===== config.mk =====
export PLATFORM = sky130hd
export DESIGN_NAME = if_id_buffer
export DESIGN_NICKNAME = d
export VERILOG_FILES = /design/src/rtl/if_id_buffer_pkg.sv /design/src/rtl/if_id_buffer_imm_sel_decode.sv /design/src/rtl/if_id_buffer.sv
export SDC_FILE = /design/constraint.sdc
export NUM_CORES = 1
export LEC_CHECK = 0
export CELL_PAD_IN_SITES_DETAIL_PLACEMENT = 1
export CELL_PAD_IN_SITES_GLOBAL_PLACEMENT = 1
export CORE_MARGIN = 3
export CORE_UTILIZATION = 40
export DETAILED_ROUTE_END_ITERATION = 8
export PLACE_DENSITY_LB_ADDON = 0.25
export SLEW_MARGIN = 20
export SYNTH_ARGS = -nofsm -noshare
export SYNTH_HDL_FRONTEND = slang
export SYNTH_SLANG_ARGS = --single-unit

===== constraint.sdc =====
create_clock -name clk -period 1.8 [get_ports clk]
set_input_delay 0.27 -clock clk [delete_from_list [all_inputs] [get_ports clk]]
set_output_delay 0.27 -clock clk [all_outputs]
set_load 0.05 [all_outputs]

===== src/rtl/if_id_buffer_pkg.sv =====
// if_id_buffer_pkg: opcode constants, immediate-format encodings and buffer entry type
package if_id_buffer_pkg;
    localparam int PC_BITS = 32;
    localparam logic [6:0] OPC_OP_IMM = 7'b0010011;
    localparam logic [6:0] OPC_LOAD   = 7'b0000011;
    localparam logic [6:0] OPC_JALR   = 7'b1100111;
    localparam logic [6:0] OPC_STORE  = 7'b0100011;
    localparam logic [6:0] OPC_BRANCH = 7'b1100011;
    localparam logic [1:0] IMM_SEL_I    = 2'b00;
    localparam logic [1:0] IMM_SEL_S    = 2'b01;
    localparam logic [1:0] IMM_SEL_B    = 2'b10;
    localparam logic [1:0] IMM_SEL_NONE = 2'b11;
    typedef struct packed {
        logic [31:0]        instr;
        logic [PC_BITS-1:0] pc;
        logic [1:0]         imm_sel;
    } entry_t;
endpackage


===== src/rtl/if_id_buffer_imm_sel_decode.sv =====
// imm_sel_decode: maps an instruction opcode to the immediate format the imm stage expands
module imm_sel_decode
    import if_id_buffer_pkg::*;
(
    input  logic [6:0] opcode,
    output logic [1:0] imm_sel
);
    always_comb begin
        imm_sel = (opcode == OPC_OP_IMM || opcode == OPC_LOAD || opcode == OPC_JALR) ? IMM_SEL_I :
                  (opcode == OPC_STORE)  ? IMM_SEL_S :
                  (opcode == OPC_BRANCH) ? IMM_SEL_B : IMM_SEL_NONE;
    end
endmodule


===== src/rtl/if_id_buffer.sv =====
// if_id_buffer: two-entry elastic IF/ID skid buffer; ready depends only on registered count
module if_id_buffer
    import if_id_buffer_pkg::*;
#(
    parameter int PC_W = PC_BITS
) (
    input  logic            clk,
    input  logic            rst_n,
    input  logic            flush,
    input  logic            in_valid,
    output logic            in_ready,
    input  logic [31:0]     in_instr,
    input  logic [PC_W-1:0] in_pc,
    output logic            out_valid,
    input  logic            out_ready,
    output logic [31:0]     out_ir,
    output logic [PC_W-1:0] out_pc,
    output logic [1:0]      out_imm_sel,
    output logic            out_uses_imm
);
    if (PC_W != PC_BITS) begin : g_pc_w_check
        $error("if_id_buffer: PC_W must equal if_id_buffer_pkg::PC_BITS");
    end

    entry_t     mem [2];
    logic [1:0] count;
    logic       head, tail;
    logic [1:0] in_imm_sel;
    logic       push, pop;

    imm_sel_decode u_dec (.opcode(in_instr[6:0]), .imm_sel(in_imm_sel));

    assign in_ready     = count != 2'd2;
    assign out_valid    = count != 2'd0;
    assign push         = in_valid && in_ready && !flush;
    assign pop          = out_valid && out_ready && !flush;
    // Stale entry contents linger after a pop or flush, so gate them off when empty.
    assign out_ir       = out_valid ? mem[head].instr : 32'd0;
    assign out_pc       = out_valid ? mem[head].pc : '0;
    assign out_imm_sel  = out_valid ? mem[head].imm_sel : IMM_SEL_NONE;
    assign out_uses_imm = out_imm_sel != IMM_SEL_NONE;

    always_ff @(posedge clk or negedge rst_n) begin
        if (!rst_n) begin
            count <= 2'd0;
            head  <= 1'b0;
            tail  <= 1'b0;
            for (int i = 0; i < 2; i++) mem[i] <= '{instr: '0, pc: '0, imm_sel: IMM_SEL_NONE};
        end else if (flush) begin
            count <= 2'd0;
            head  <= 1'b0;
            tail  <= 1'b0;
        end else begin
            if (push) begin
                mem[tail] <= '{instr: in_instr, pc: in_pc, imm_sel: in_imm_sel};
                tail      <= ~tail;
            end
            if (pop) head <= ~head;
            count <= count + 2'(push) - 2'(pop);
        end
    end
endmodule


* Word level (Yosys, flattened, before mapping)
Cells that the tools add are included.
** Word-level totals
- Latch bits :: 0
- Memories :: 0
- RAM bits :: 0
- ROM bits :: 0
- Output and inout port bits :: 69
- Bits of input ports :: 69
- Bits in registers :: 136
** Cells by class
- Divide/modulo/power cells :: 0
- Mux-type cells :: 17
- Reduce and logical (&&, ||, !) cells :: 12
- Shift-type cells :: 0
- Multiply operators :: 0
- Bitwise logic cells :: 5
- Add/sub/neg operators :: 2
- Eq/ne operators :: 7
- $lt $le $gt $ge :: 3
** Operators with widths (count)
- 66-bit two-way mux :: 4
- 132-bit bitwise mux :: 1
- 66-bit demux with 1-bit select :: 1
- 32-bit two-way mux :: 2
- 7-bit equality test (second input constant) :: 2
- 2-bit two-way mux :: 4
- 7-bit by 2-bit equality test with 1-bit output (second input constant) :: 1
- 7-bit by 5-bit equality test with 1-bit output (second input constant) :: 1
- 7-bit by 6-bit equality test with 1-bit output (second input constant) :: 1
- 2-bit nonzero test :: 3
- 1-bit logical AND :: 5
- 1-bit two-way mux :: 5
- 2-bit >= comparator (second input constant) :: 2
- 2-bit != test (second input constant) :: 2
- 1-bit inverter with 2-bit output :: 2
- 1-bit inverter :: 3
- 2-bit by 1-bit adder with 2-bit output :: 1
- 1-bit logical OR :: 2
- 2-bit by 1-bit < comparator with 1-bit output (second input constant) :: 1
- 2-bit AND reduction :: 1
- 2-bit by 1-bit subtractor with 2-bit output :: 1
- 1-bit zero test :: 1

* Logic depth before layout (Yosys ltp)
- Word-level depth :: 6
- Gate-level depth with buffers :: 7
- Gate-level depth less buffers :: 7

* Modules after synthesis
Synthesis repeated with hierarchy kept, for this count alone.
** Second synthesis, totals
- Cell total of the unflattened synthesis :: 461
- Area total of the unflattened synthesis :: 6197.2 um^2
** By module, submodules not included
- if_id_buffer :: area an instance 6145.9 um^2, times used 1, cells an instance 454
- imm_sel_decode :: area an instance 51.3 um^2, times used 1, cells an instance 7

* Least setup slack after synthesis
Ideal clock, no wire load.
- Path type :: reg-to-output
- Start point :: reg head
- End point :: out out_uses_imm
- Data arrival time :: 2007 ps
- Stages on the path, launching flop included :: 4
- Setup slack :: -477 ps
- Data required time :: 1530 ps
- Cell sequence :: dfrtp_1 > clkbuf_1 > buf_2 > a311oi_1
** Between the ends
- Cells in the longest elaborated chain, start to end :: 6
** Ends and longest elaborated chain
- start, declared :: RTL line if_id_buffer.sv:27 : logic head, tail;
- start signal, assigned :: RTL line if_id_buffer.sv:58 : if (pop) head <= ~head;
- 1-bit inverter with 2-bit output (implied by the code) :: RTL line if_id_buffer.sv:40 : assign out_imm_sel = out_valid ? mem[head].imm_sel : IMM_SEL_NONE;
- 66-bit two-way mux (implied by the code) (3 in a row) :: RTL line if_id_buffer.sv:40
- 2-bit two-way mux :: RTL line if_id_buffer.sv:40
- 2-bit != test :: RTL line if_id_buffer.sv:41 : assign out_uses_imm = out_imm_sel != IMM_SEL_NONE;
- end, declared :: RTL line if_id_buffer.sv:19 : output logic out_uses_imm
Every way passes these cells. The select of a mux whose other input is x is not followed.

* Worst setup path in the final report
- Start point :: reg count[0]
- End point :: out out_uses_imm
** Between the ends
- Cells in the longest elaborated chain, start to end :: 3
** Ends and longest elaborated chain
- start, declared :: RTL line if_id_buffer.sv:26 : logic [1:0] count;
- start signal, assigned :: RTL line if_id_buffer.sv:59 : count <= count + 2'(push) - 2'(pop);
- 2-bit nonzero test :: RTL line if_id_buffer.sv:34 : assign out_valid = count != 2'd0;
- 2-bit two-way mux :: RTL line if_id_buffer.sv:40
- 2-bit != test :: RTL line if_id_buffer.sv:41
Every way passes these cells.

==> flow_summary.ini <==
[synthesis]
yosysMostFrequentCell = dfrtp_1
avgSynthCellArea_um2 = 13.8
ys_seq_area_share_pct = 53.4
async_flop_share_pct = 100
yosys-top-cells-area = dfrtp_1 52%, mux2i_1 11%, mux2_2 9.2%, mux2_4 9.2%, mux2_1 6.9%
syn_inst = 463
yosys.area.top_type = dfrtp_1
ys_seq_elements = 136
yosysTopAreaCellShare_pct = 51.8
synthFlopType = dfrtp_1
synth_nets = 534
synth-edff-count = 0
synthDistinctLibCells = 32
synthTopCellsByCount = 132 x dfrtp_1, 69 x nor2_1, 67 x mux2i_1, 52 x mux2_2
syn_area_um2 = 6380
ys_warn_count = 0

[worst_setup_path]
critPathKind = reg -> out
crit_slowest_cell = dfrtp_1
cp-start-kind = flop
cp.arrival_ns = 1.76
path_cells = buf_6, nor2_4, buf_12, buf_12, a311oi_2, buf_12
cp_data_required_time_ns = 1.53
critical-path-max-stage-delay_ns = 0.37
r2r_slack_ns = -0.10
critPathMaxFanout = 5
critical_path.endpoint_type = primary output
cpMostUsedCell = buf_12

[detailed_routing]
routed_via_density = 5.03
first_pass_iters = 4
vias = 4298
drt_iter0_drc = 151
antenna_left = 0
drc = 0
totalWireLength_um = 17900
avgRoutedWirePerCell_um = 20.9

[pwr]
leakage_nw = 4.23
power.density_nw_per_um2 = 1570
total_power_mw = 15.5
peakVddDrop_mv = 0.843

[floorplanning]
die-width_um = 132
io_pins = 138
fp.dieH_um = 132
start_util_pct = 41.3
dieArea_um2 = 17500
core_area_um2 = 15400
fp-row-count = 45

[cells_and_area]
antennaDiodeCount = 0
fin_area_um2 = 9860
nets = 701
fillers = 1412
final_cells = 854
areaGrowthSynthToFinish_pct = 54.5
drive_above_1_share_pct = 49.3
final_util_pct = 63.9

[timing]
worst_slack_ns = -0.231
setup_viol = 71
rsz0062_at_grt = yes
relSlewSlack_pct = 68.0
finalCritPeriodShare_pct = 113
fmax_mhz = 492
fin_tns_setup_ns = -11.40
fin_crit_ns = 2.03
tightest_slew_ns = 0.480
fin_skew_ns = 0.00542
hold_viol_final = 0
drv_slew = 0

[clocking]
cts.sinks = 136
htreeDepth = 4
cts_buffer_depth = 2
cts_made_buffers = 17
cts_tree = yes
clockRootBuffer = clkbuf_16
clk_pin_slew_ns = 0.06
insertion_delay_ns = 0.42

[placed_design]
place_congestion = 0.773
placed_cell_area_um2 = 8510
port_buffers = 137
dp_cells = 806
place_hpwl_um = 11000

[run_status]
outcome = finished with violations
violations = setup timing

[global_routing]
grt_max_degree = 46
grtUsageTotal_pct = 20.0
grt_pass1_vias = 4862
grt_pass1_wl_um = 27400
antenna_found_initial = 0
grt-ovfl-total = 0

[run]
maxCapViolCount = 0

[min_path]
hold_class = in -> async
==> metal layers <==
layer | vias up | track usage, % | routed length (um)
li1 | 1952 | - | -
met5 | - | 0 | 0
met2 | 91 | 36.0 | 9820
met1 | 2240 | 23.7 | 7210
met4 | 0 | 5.54 | 157
met3 | 15 | 5.08 | 689
==> metrics by stage <==
| step | worst slack [ns] | hold WS [ns] |
|---|---|---|
| 6_report | -0.231 | 0.367 |
| 5_1_grt | -0.315 | 0.401 |
| 4_1_cts | -0.241 | 0.353 |
| 3_5_place_dp | -0.284 | 0.237 |
| 3_3_place_gp | -0.236 | 0.224 |
| 2_1_floorplan | -0.00511 | -0.0256 |
==> final cells by class <==
type                       instances  area [um2]  share of cell area (%)
multi-input combinational        291        3090                    31.4
clock buffer                      22         474                    4.81
timing repair buffer             177        2460                    24.9
sequential                       136        3410                    34.6
inverter                           7        30.0                   0.305
clock inverter                    10         125                    1.27
tap                              211         264                    2.68
==> sequential cells by signal (all words and copies together), names as in the netlist <==
signal,flops
count,2
head,1
mem,132
tail,1
==> critical path, delay by kind of cell (launching register included) <==
family                 cells  cell delay [ns]
AO/OA/AOI/OAI              1             0.37
buffers and inverters      4             0.56
flip-flops                 1             0.37
AND/OR/NAND/NOR            1             0.04
==> repair_timing <==
item	4_1_cts	5_1_grt
hold buffers	1	0
endpoints found under the hold margin	41	0
gates resized for setup	75	62
buffers inserted	3	5
setup endpoints to repair	68	100
pin swaps	4	4
gates cloned	2	5
==> path summary, 6_finish.rpt <==
kind | from | endpoint | depth (start not counted)
min in group clk | in_pc[24] | mem[92] | 2
max in group asynchronous | rst_n | mem[73] | 3
max reg2reg | count[1] | count[0] | 7
min | rst_n | mem[54] | 2
min reg2reg | mem[78] | mem[78] | 1
max | count[0] | out_uses_imm | 6
==> cell usage in the layout, fill, tap and decap left out, types with 3 or more instances in the layout <==
cell type,n
buf_12,54
buf_4,14
buf_6,33
bufinv_16,3
clkbuf_16,22
clkbuf_8,3
clkdlybuf4s50_1,67
clkinv_2,7
dfrtp_1,131
dfstp_2,4
inv_1,5
mux2_1,39
mux2_2,52
mux2_4,39
mux2i_1,48
mux2i_2,19
nor2_1,14
nor2_2,32
nor2_4,23
==> kinds of logic (layout without fill, tap and decap cells) <==
| family | count (synthesis) | after routing | share of synthesized area (%) |
|---|---|---|---|
| xor gates and xnor gates | 3 | 3 | 0.412 |
| muxes | 197 | 197 | 35.8 |
| AOI/OAI and AO/OA | 8 | 8 | 0.922 |
| DFF | 136 | 136 | 53.4 |
| and+or+nand+nor | 81 | 81 | 5.63 |
| buffers and inverters | 36 | 216 | 3.45 |
| adders and majority gates | 2 | 2 | 0.392 |
==> power by group <==
group	total, mW	internal [mW]	switching, mW
Clock	3.54	2.27	1.27
Combinational	7.06	3.55	3.52
Sequential	4.86	4.17	0.698
No activity file was read; power rests on OpenSTA's default activity.
